## src/rtl/fifo_pkg.sv

```systemverilog
// Shared async-FIFO pointer helpers.
// Used by both the read-side and write-side pointer blocks.
package fifo_pkg;

    localparam int MAX_W = 32;

    function automatic int ptr_w(input int aw);
        return aw + 1;
    endfunction

    // Zero-extended inputs give zero-extended results, so callers may truncate.
    function automatic logic [MAX_W-1:0] bin2gray(
        input logic [MAX_W-1:0] b
    );
        return b ^ (b >> 1);
    endfunction

    function automatic logic [MAX_W-1:0] gray2bin(
        input logic [MAX_W-1:0] g
    );
        logic [MAX_W-1:0] b;
        b = g;
        for (int i = 1; i < MAX_W; i++) begin
            b = b ^ (g >> i);
        end
        return b;
    endfunction

endpackage

```

## src/rtl/rptr_empty_if.sv

```systemverilog
// Read-side pointer/flag bundle between consumer, synchronizer and rptr_empty.
interface rptr_empty_if #(
    parameter int PTR_WIDTH = 5
);
    logic                 rd_en_i;
    logic [PTR_WIDTH:0]   wp2rp_gray_i;
    logic [PTR_WIDTH:0]   rptr_gray_o;
    logic [PTR_WIDTH-1:0] raddr_o;
    logic                 empty_o;
    logic                 almost_empty_o;
    logic [PTR_WIDTH:0]   rd_count_o;
    logic                 underflow_o;

    modport master (
        output rd_en_i,
        output wp2rp_gray_i,
        input  rptr_gray_o,
        input  raddr_o,
        input  empty_o,
        input  almost_empty_o,
        input  rd_count_o,
        input  underflow_o
    );

    modport slave (
        input  rd_en_i,
        input  wp2rp_gray_i,
        output rptr_gray_o,
        output raddr_o,
        output empty_o,
        output almost_empty_o,
        output rd_count_o,
        output underflow_o
    );
endinterface

```

## src/rtl/gray2bin_conv.sv

```systemverilog
// Combinational Gray-to-binary converter (XOR prefix from the MSB down).
module gray2bin_conv #(
    parameter int W = 6
) (
    input  logic [W-1:0] gray,
    output logic [W-1:0] bin
);
    for (genvar i = 0; i < W; i++) begin : g_bit
        assign bin[i] = ^(gray >> i);
    end
endmodule

```

## src/rtl/rptr_empty.sv

```systemverilog
// Read-domain pointer, empty/almost-empty flags, fill level and underflow.
module rptr_empty
    import fifo_pkg::*;
#(
    parameter int PTR_WIDTH       = 5,
    parameter int ALMOST_EMPTY_TH = 2
) (
    input logic         rd_clk_i,
    input logic         rstn_i,
    rptr_empty_if.slave bus
);
    localparam int PW = ptr_w(PTR_WIDTH);
    localparam logic [PW-1:0] AE_TH = PW'(ALMOST_EMPTY_TH);

    logic [PW-1:0] rbin;
    logic [PW-1:0] rbin_next;
    logic [PW-1:0] rgray_next;
    logic [PW-1:0] wbin_s;
    logic [PW-1:0] count_next;
    logic          rd_fire;

    // Gating by the registered empty flag keeps an unknown rd_en from moving rbin.
    assign rd_fire    = bus.rd_en_i & ~bus.empty_o;
    assign rbin_next  = rbin + PW'(rd_fire);
    assign rgray_next = PW'(bin2gray(MAX_W'(rbin_next)));
    assign count_next = wbin_s - rbin_next;
    assign bus.raddr_o = rbin[PTR_WIDTH-1:0];

    gray2bin_conv #(
        .W(PW)
    ) u_wp_g2b (
        .gray(bus.wp2rp_gray_i),
        .bin (wbin_s)
    );

    always_ff @(posedge rd_clk_i or negedge rstn_i) begin
        if (!rstn_i) begin
            rbin               <= '0;
            bus.rptr_gray_o    <= '0;
            bus.empty_o        <= 1'b1;
            bus.almost_empty_o <= 1'b1;
            bus.rd_count_o     <= '0;
            bus.underflow_o    <= 1'b0;
        end else begin
            rbin               <= rbin_next;
            bus.rptr_gray_o    <= rgray_next;
            bus.empty_o        <= (rgray_next == bus.wp2rp_gray_i);
            bus.almost_empty_o <= (count_next <= AE_TH);
            bus.rd_count_o     <= count_next;
            bus.underflow_o    <= bus.rd_en_i & bus.empty_o;
        end
    end
endmodule
```

## src/flat_wrapper.sv

```systemverilog
// flat-port wrapper written by rule: the top's interface ports become plain ports
module rptr_empty_flat import fifo_pkg::*;
#(
    parameter int PTR_WIDTH       = 5,
    parameter int ALMOST_EMPTY_TH = 2
)
  (rd_clk_i, rstn_i, bus_rd_en_i, bus_wp2rp_gray_i, bus_rptr_gray_o, bus_raddr_o, bus_empty_o, bus_almost_empty_o, bus_rd_count_o, bus_underflow_o);
  rptr_empty_if #(.PTR_WIDTH(PTR_WIDTH)) bus_i ();
  input logic rd_clk_i;
  input logic rstn_i;
  input wire logic [$bits(bus_i.rd_en_i)-1:0] bus_rd_en_i;
  input wire logic [$bits(bus_i.wp2rp_gray_i)-1:0] bus_wp2rp_gray_i;
  output wire logic [$bits(bus_i.rptr_gray_o)-1:0] bus_rptr_gray_o;
  output wire logic [$bits(bus_i.raddr_o)-1:0] bus_raddr_o;
  output wire logic [$bits(bus_i.empty_o)-1:0] bus_empty_o;
  output wire logic [$bits(bus_i.almost_empty_o)-1:0] bus_almost_empty_o;
  output wire logic [$bits(bus_i.rd_count_o)-1:0] bus_rd_count_o;
  output wire logic [$bits(bus_i.underflow_o)-1:0] bus_underflow_o;
  assign bus_i.rd_en_i = bus_rd_en_i;
  assign bus_i.wp2rp_gray_i = bus_wp2rp_gray_i;
  assign bus_rptr_gray_o = bus_i.rptr_gray_o;
  assign bus_raddr_o = bus_i.raddr_o;
  assign bus_empty_o = bus_i.empty_o;
  assign bus_almost_empty_o = bus_i.almost_empty_o;
  assign bus_rd_count_o = bus_i.rd_count_o;
  assign bus_underflow_o = bus_i.underflow_o;
  rptr_empty #(.PTR_WIDTH(PTR_WIDTH), .ALMOST_EMPTY_TH(ALMOST_EMPTY_TH)) u_core (.rd_clk_i(rd_clk_i), .rstn_i(rstn_i), .bus(bus_i));
endmodule
```

## config.mk

```make
export PLATFORM = sky130hd
export DESIGN_NAME = rptr_empty_flat
export DESIGN_NICKNAME = d
export VERILOG_FILES = /design/src/rtl/fifo_pkg.sv /design/src/rtl/rptr_empty_if.sv /design/src/rtl/gray2bin_conv.sv /design/src/rtl/rptr_empty.sv /design/src/flat_wrapper.sv
export SDC_FILE = /design/constraint.sdc
export NUM_CORES = 1
export LEC_CHECK = 0
export ABC_AREA = 1
export CORE_MARGIN = 5
export CORE_UTILIZATION = 30
export CTS_CLUSTER_DIAMETER = 100
export DETAILED_ROUTE_END_ITERATION = 7
export PLACE_DENSITY = 0.57
export SYNTH_ARGS = -nofsm -noshare
export SYNTH_HDL_FRONTEND = slang
export SYNTH_SLANG_ARGS = --single-unit
```

## constraint.sdc

```tcl
create_clock -name rd_clk_i -period 4.9 [get_ports rd_clk_i]
set_clock_uncertainty 0.2 [all_clocks]
set_input_delay 0.735 -clock rd_clk_i [delete_from_list [all_inputs] [get_ports rd_clk_i]]
set_output_delay 0.735 -clock rd_clk_i [all_outputs]
set_load 0.1 [all_outputs]
```

Word-level counts from Yosys, hierarchy flattened
Cells that the tools add are included.

cells by class
  $add $sub $neg = 2
  magnitude comparators = 1
  bitwise gates (word level) = 4
  equal/unequal tests = 1
  reductions and logical operators = 6

operators by type and width
  operator                                              count
  XOR reduction 6 bit                                   6
  adder 6 x 1 -> 6 bit                                  1
  == test 6 bit                                         1
  <= comparator 6 x 2 -> 1 bit (second input constant)  1
  subtractor 6 bit                                      1
  XOR 6 x 5 -> 6 bit                                    1
  AND 1 bit                                             2
  inverter 1 bit                                        1

storage, ports and cells
  flip-flop bits (word level) = 21
  word-level logic and storage cells = 20

Depth between registers and ports, before layout
  depth in word-level cells = 5
  depth in mapped cells = 17

Modules after synthesis
From an unflattened synthesis, not the netlist that was laid out.

second synthesis, totals
  cell total of the unflattened synthesis = 183
  area total of the unflattened synthesis = 1462.7 um^2

modules (own cells, without submodules)
  module         cells an instance  area each (um^2)  times used
  rptr_empty     153                1301.2            1
  gray2bin_conv  30                 161.4             1

Worst setup path after synthesis
No wires, ideal clock.

  path type = register to register
  start = register u_core.bus.empty_o
  end = register u_core.bus.almost_empty_o
  data arrival time = 2.673 ns
  path slack = 1.960 ns
  required time = 4.633 ns
  setup time = 0.067 ns
  stages on the path, launching flop included = 16
  path through = dfstp_2 -> nor2_1 -> ha_1 -> ha_1 -> inv_1 -> nand2_1 -> nand2_2 -> inv_1 -> ha_1 -> nand2_1 -> o21ai_0 -> nand3b_1 -> nand2_2 -> nor2_2 -> nand2_1 -> nor2_1

on the way
  cells in the longest elaborated chain, start to end = 5

RTL lines
  what                          line                 text
  start, declared               rptr_empty_if.sv:30  output empty_o,
  start signal, assigned        rptr_empty.sv:47     bus.empty_o <= (rgray_next == bus.wp2rp_gray_i);
  inverter 1 bit                rptr_empty.sv:23     assign rd_fire = bus.rd_en_i & ~bus.empty_o;
  AND 1 bit                     rptr_empty.sv:23
  adder 6 x 1 -> 6 bit          rptr_empty.sv:24     assign rbin_next = rbin + PW'(rd_fire);
  via u_core.rbin_next[2]       rptr_empty.sv:16     logic [PW-1:0] rbin_next;
  subtractor 6 bit              rptr_empty.sv:26     assign count_next = wbin_s - rbin_next;
  via u_core.count_next[3]      rptr_empty.sv:19     logic [PW-1:0] count_next;
  <= comparator 6 x 2 -> 1 bit  rptr_empty.sv:48     bus.almost_empty_o <= (count_next <= AE_TH);
  end signal, assigned          rptr_empty.sv:48
  end, declared                 rptr_empty_if.sv:31  output almost_empty_o,

The timed path passes the listed nets, and every way through them passes these cells.

Worst setup path after layout
  start = input bus_wp2rp_gray_i[3]
  end = register u_core.bus.almost_empty_o

on the way
  cells in the longest elaborated chain, start to end = 3
  elaborated cells between the ends (all ways) = 6
  those cells by class = add/sub (1); order compare (1); reduce/logical (4)

RTL lines
  what                            line                text
  start, declared                 flat_wrapper.sv:12  input wire logic [$bits(bus_i.wp2rp_gray_i)-1:0] bus_wp2rp_gray_i;
  XOR reduction 6 bit             gray2bin_conv.sv:9  assign bin[i] = ^(gray >> i);
  subtractor 6 bit *              rptr_empty.sv:26
  <= comparator 6 x 2 -> 1 bit *  rptr_empty.sv:48

Every way passes the cells marked *; elsewhere a longest branch is shown, timed or not.

==> results.txt <==
Data arrives at the worst endpoint at about 3200 ps. The layout-stage area growth over the synthesis result came out at 32.8%. The gate count of the mapped netlist came out at 154. The via count normalized by instance count is around 4.3.

The count of synthesis-stage warnings from yosys came out at 0. In the post-synthesis netlist, the biggest area contributors are sky130_fd_sc_hd__dfrtp_1 37%, sky130_fd_sc_hd__nand2_1 15%, sky130_fd_sc_hd__inv_1 6.5%. Across all hold checks on the routed design, the worst slack comes to 293 ps. The max-capacitance violation count came out at 0. The post-placement cell area is around 1600 sq um.

A synthesized cell averages between 7 and 8 sq um. Global routing finished with a remaining overflow of 0. The nature of the critical path endpoint is a register. The time the worst path needs with I/O delays and setup came out at roughly 3200 ps. Headroom to the max-slew limit came out at 35.1%.

The total DRC errors in the routed layout came out at 0. The final weighted congestion in routability-driven placement is 0.780. The die is approximately 74 um tall. The cell family contributing the most delay on the critical path is buffers and inverters. The sequential standard cell area is between 500 and 600 sq um.

The number of antenna diodes is 0. The clock sink count came out at 20. The violation count after the first detailed-route iteration is 26. Before CTS, the worst setup slack after placement is between 1000 and 1500 ps. The horizontal die dimension came out at 73.6 um. The share of the Yosys chip area taken by registers is around two fifths. The initialized floorplan defines 23 standard-cell rows. TritonCTS built the clock tree. The total via count in the routed design is between 1000 and 1500. The synthesized design contains 20 register bits. The maximum single-stage delay on the critical path came out at approximately 550 ps. The share of Yosys cell area claimed by the top area cell type came out at 37.1%.

The buffers plus inverters on the worst setup path is 2. The library cell contributing the largest single delay on the critical path is sky130_fd_sc_hd__clkdlybuf4s50_1. The number of buffers created by CTS came out at 3. The critical path goes through clkdlybuf4s50_1, inv_1, nand2_1, nand2_1, xor2_1, xor2_1, ha_1, fa_1, o21bai_1, nand2_1, nand2_1, nand2_1, nand2_1, nand2_1, nor2_1. The fraction of the cycle the final worst path needs came out at 64.8%. The number of slew-limit violations in the final report was 0. The post-synthesis instance area came out at around 1200 sq um. The distinct cell type count after synthesis is 21.

The final hold violation count is 0. The share of layout cells above drive strength 1 came out at 12.4%. The later pin in the worst-skew pair is clocked with a latency of around 260 ps. The count of boundary I/O pins is 29. The path class of the tightest hold or removal check is register to register. The maximum number of pins on one net before global-route repair came out at 21.

The post-cts repair resize count is 0. The aggregate negative setup slack is 0 ps. The floorplan step defined a core boundary enclosing between 3000 and 4000 sq um. The full die area is about 5400 sq um. Setup repair after global routing left no endpoint under its margin. The worst-case setup margin in the final layout is about 1700 ps. The maximum achievable frequency is around 0.32 GHz. The most numerous cell type found on the critical path is sky130_fd_sc_hd__nand2_1. The number of nets produced by synthesis came out at between 150 and 200. The clock transition at the registers of the reported paths is about 70 ps.

The CTS H-tree depth is 1. The first global-routing pass estimated roughly 4400 um of wire. The critical path class is primary input to register. After the last flow step, the layout net total stands at just over 200. The total wire length after detailed routing is approximately 2400 um. The HPWL reported at the end of detailed placement is 2000 um.

Of all nets on the critical path, the largest fanout is 5. After clock tree synthesis, the setup repair step added 0 buffers. The iteration count of the initial detailed-routing pass came out at 4.

The longest clock path from root to sink contains 2 buffers. The number of global-route vias before repair came out at between 1000 and 1500. The total of hold buffers inserted after clock tree synthesis came out at 0. The count of filler cells inserted in the layout came out at 440. The residual antenna-violating net count after detailed routing is 0.

For this run, the total global-route usage over all layers was measured as 10.6%. The area occupied by multi-input gates is slightly above 600 sq um. The routed length per instance came out at between 10 and 15 um. The number of antenna violations at the first check in global routing came out at 0. The initial standard-cell utilization of the core came out at a little under a third.

The biggest area contributor in the post-synthesis netlist is sky130_fd_sc_hd__dfrtp_1. The worst-margin pin slew is 970 ps. STA classifies the critical path startpoint as a primary input. The flow ran to the end, and the final reports show no timing, DRC or antenna violations. The required time of the worst setup path is a little under 5000 ps. The clock root buffer master is sky130_fd_sc_hd__clkbuf_8.

The area of all placed cells without fillers is around 1600 sq um. The number of input and output port buffers inserted came out at 28. Setup violations remaining at the end of the flow were counted as 0.
placed cells by master, fill, tap and decap left out:
cell / n
sky130_fd_sc_hd__clkinv_1: 1
sky130_fd_sc_hd__o21ai_0: 1
sky130_fd_sc_hd__nor2_1: 7
sky130_fd_sc_hd__a21oi_1: 1
sky130_fd_sc_hd__nand2_2: 9
sky130_fd_sc_hd__nand3_2: 1
sky130_fd_sc_hd__nor2_2: 2
sky130_fd_sc_hd__xnor2_1: 6
sky130_fd_sc_hd__nand2_1: 49
sky130_fd_sc_hd__fa_1: 1
sky130_fd_sc_hd__inv_1: 21
sky130_fd_sc_hd__nand2_4: 3
sky130_fd_sc_hd__clkdlybuf4s50_1: 28
sky130_fd_sc_hd__dfstp_2: 2
sky130_fd_sc_hd__o21bai_1: 2
sky130_fd_sc_hd__clkbuf_8: 4
sky130_fd_sc_hd__nand3_1: 15
sky130_fd_sc_hd__nand4_1: 2
sky130_fd_sc_hd__ha_1: 5
sky130_fd_sc_hd__inv_2: 2
sky130_fd_sc_hd__nand3b_1: 1
sky130_fd_sc_hd__xor2_1: 5
sky130_fd_sc_hd__dfrtp_1: 18
kinds of logic (layout without fill, tap and decap cells):
group,after synthesis,after routing,synth area share (%)
AO/OA/AOI/OAI,4,4,2.06
XOR/XNOR,11,11,7.93
AND/OR/NAND/NOR,89,89,34.4
adder cells (fa/ha/maj),6,6,6.80
buffers and inverters,24,56,7.42
flip-flops,20,20,41.4
stage by stage:
stage               util [%]  instances
global placement        39.2        232
floorplan                  -        154
global route            40.6        236
CTS                     40.6        236
detailed placement      39.2        232
finish                  40.6        236
flip-flops by register name, indices dropped and copies added, names as in the netlist:
name	count
u_core.rbin	5
u_core.bus.underflow_o	1
u_core.bus.almost_empty_o	1
u_core.bus.empty_o	1
u_core.bus.rptr_gray_o	6
u_core.bus.rd_count_o	6
metal layers:
metal	part of all wire, %	track usage [%]	vias to the layer above
met4	3.3	7.24	0
met5	0	0	-
li1	-	-	535
met3	6.5	1.37	5
met2	42	16.3	22
met1	48	13.7	447
Yosys cell counts:
master	instances
sky130_fd_sc_hd__clkinv_1	1
sky130_fd_sc_hd__nand2_2	9
sky130_fd_sc_hd__ha_1	5
sky130_fd_sc_hd__nand2_4	3
sky130_fd_sc_hd__nor2_2	2
sky130_fd_sc_hd__nand2_1	49
sky130_fd_sc_hd__nor2_1	7
sky130_fd_sc_hd__o21bai_1	2
sky130_fd_sc_hd__fa_1	1
sky130_fd_sc_hd__nand3_2	1
sky130_fd_sc_hd__xor2_1	5
sky130_fd_sc_hd__nand3_1	15
sky130_fd_sc_hd__inv_2	2
sky130_fd_sc_hd__o21ai_0	1
sky130_fd_sc_hd__inv_1	21
sky130_fd_sc_hd__xnor2_1	6
sky130_fd_sc_hd__dfrtp_1	18
sky130_fd_sc_hd__nand4_1	2
sky130_fd_sc_hd__a21oi_1	1
sky130_fd_sc_hd__nand3b_1	1
sky130_fd_sc_hd__dfstp_2	2
final timing paths:
check                                            endpoint  slack (ps)  depth (start not counted)           startpoint
worst min-delay path               u_core.bus.underflow_o         290                          2   u_core.bus.empty_o
max in group asynchronous        u_core.bus.rd_count_o[5]        3210                          1               rstn_i
worst min register to register     u_core.bus.underflow_o         290                          2   u_core.bus.empty_o
worst max register to register  u_core.bus.almost_empty_o        2210                         15   u_core.bus.empty_o
worst max-delay path            u_core.bus.almost_empty_o        1730                         15  bus_wp2rp_gray_i[3]
min in group asynchronous          u_core.bus.underflow_o         760                          1               rstn_i
tightest hold or removal path: cells and delay by family (launching register included):
kind	cells	cell delay, ps
flops	1	380
simple gates	1	50
buf+inv	1	30
layout make-up:
class | instances | area share, %
Inverter | 24 | 5.59
Timing Repair Buffer | 28 | 17.4
Sequential cell | 20 | 31.2
Clock buffer | 4 | 3.41
Tap cell | 50 | 3.88
Multi-Input combinational cell | 110 | 38.6
Power is not shown: default switching activity piles up to over one toggle a cycle in this logic, so the estimate is an artifact.
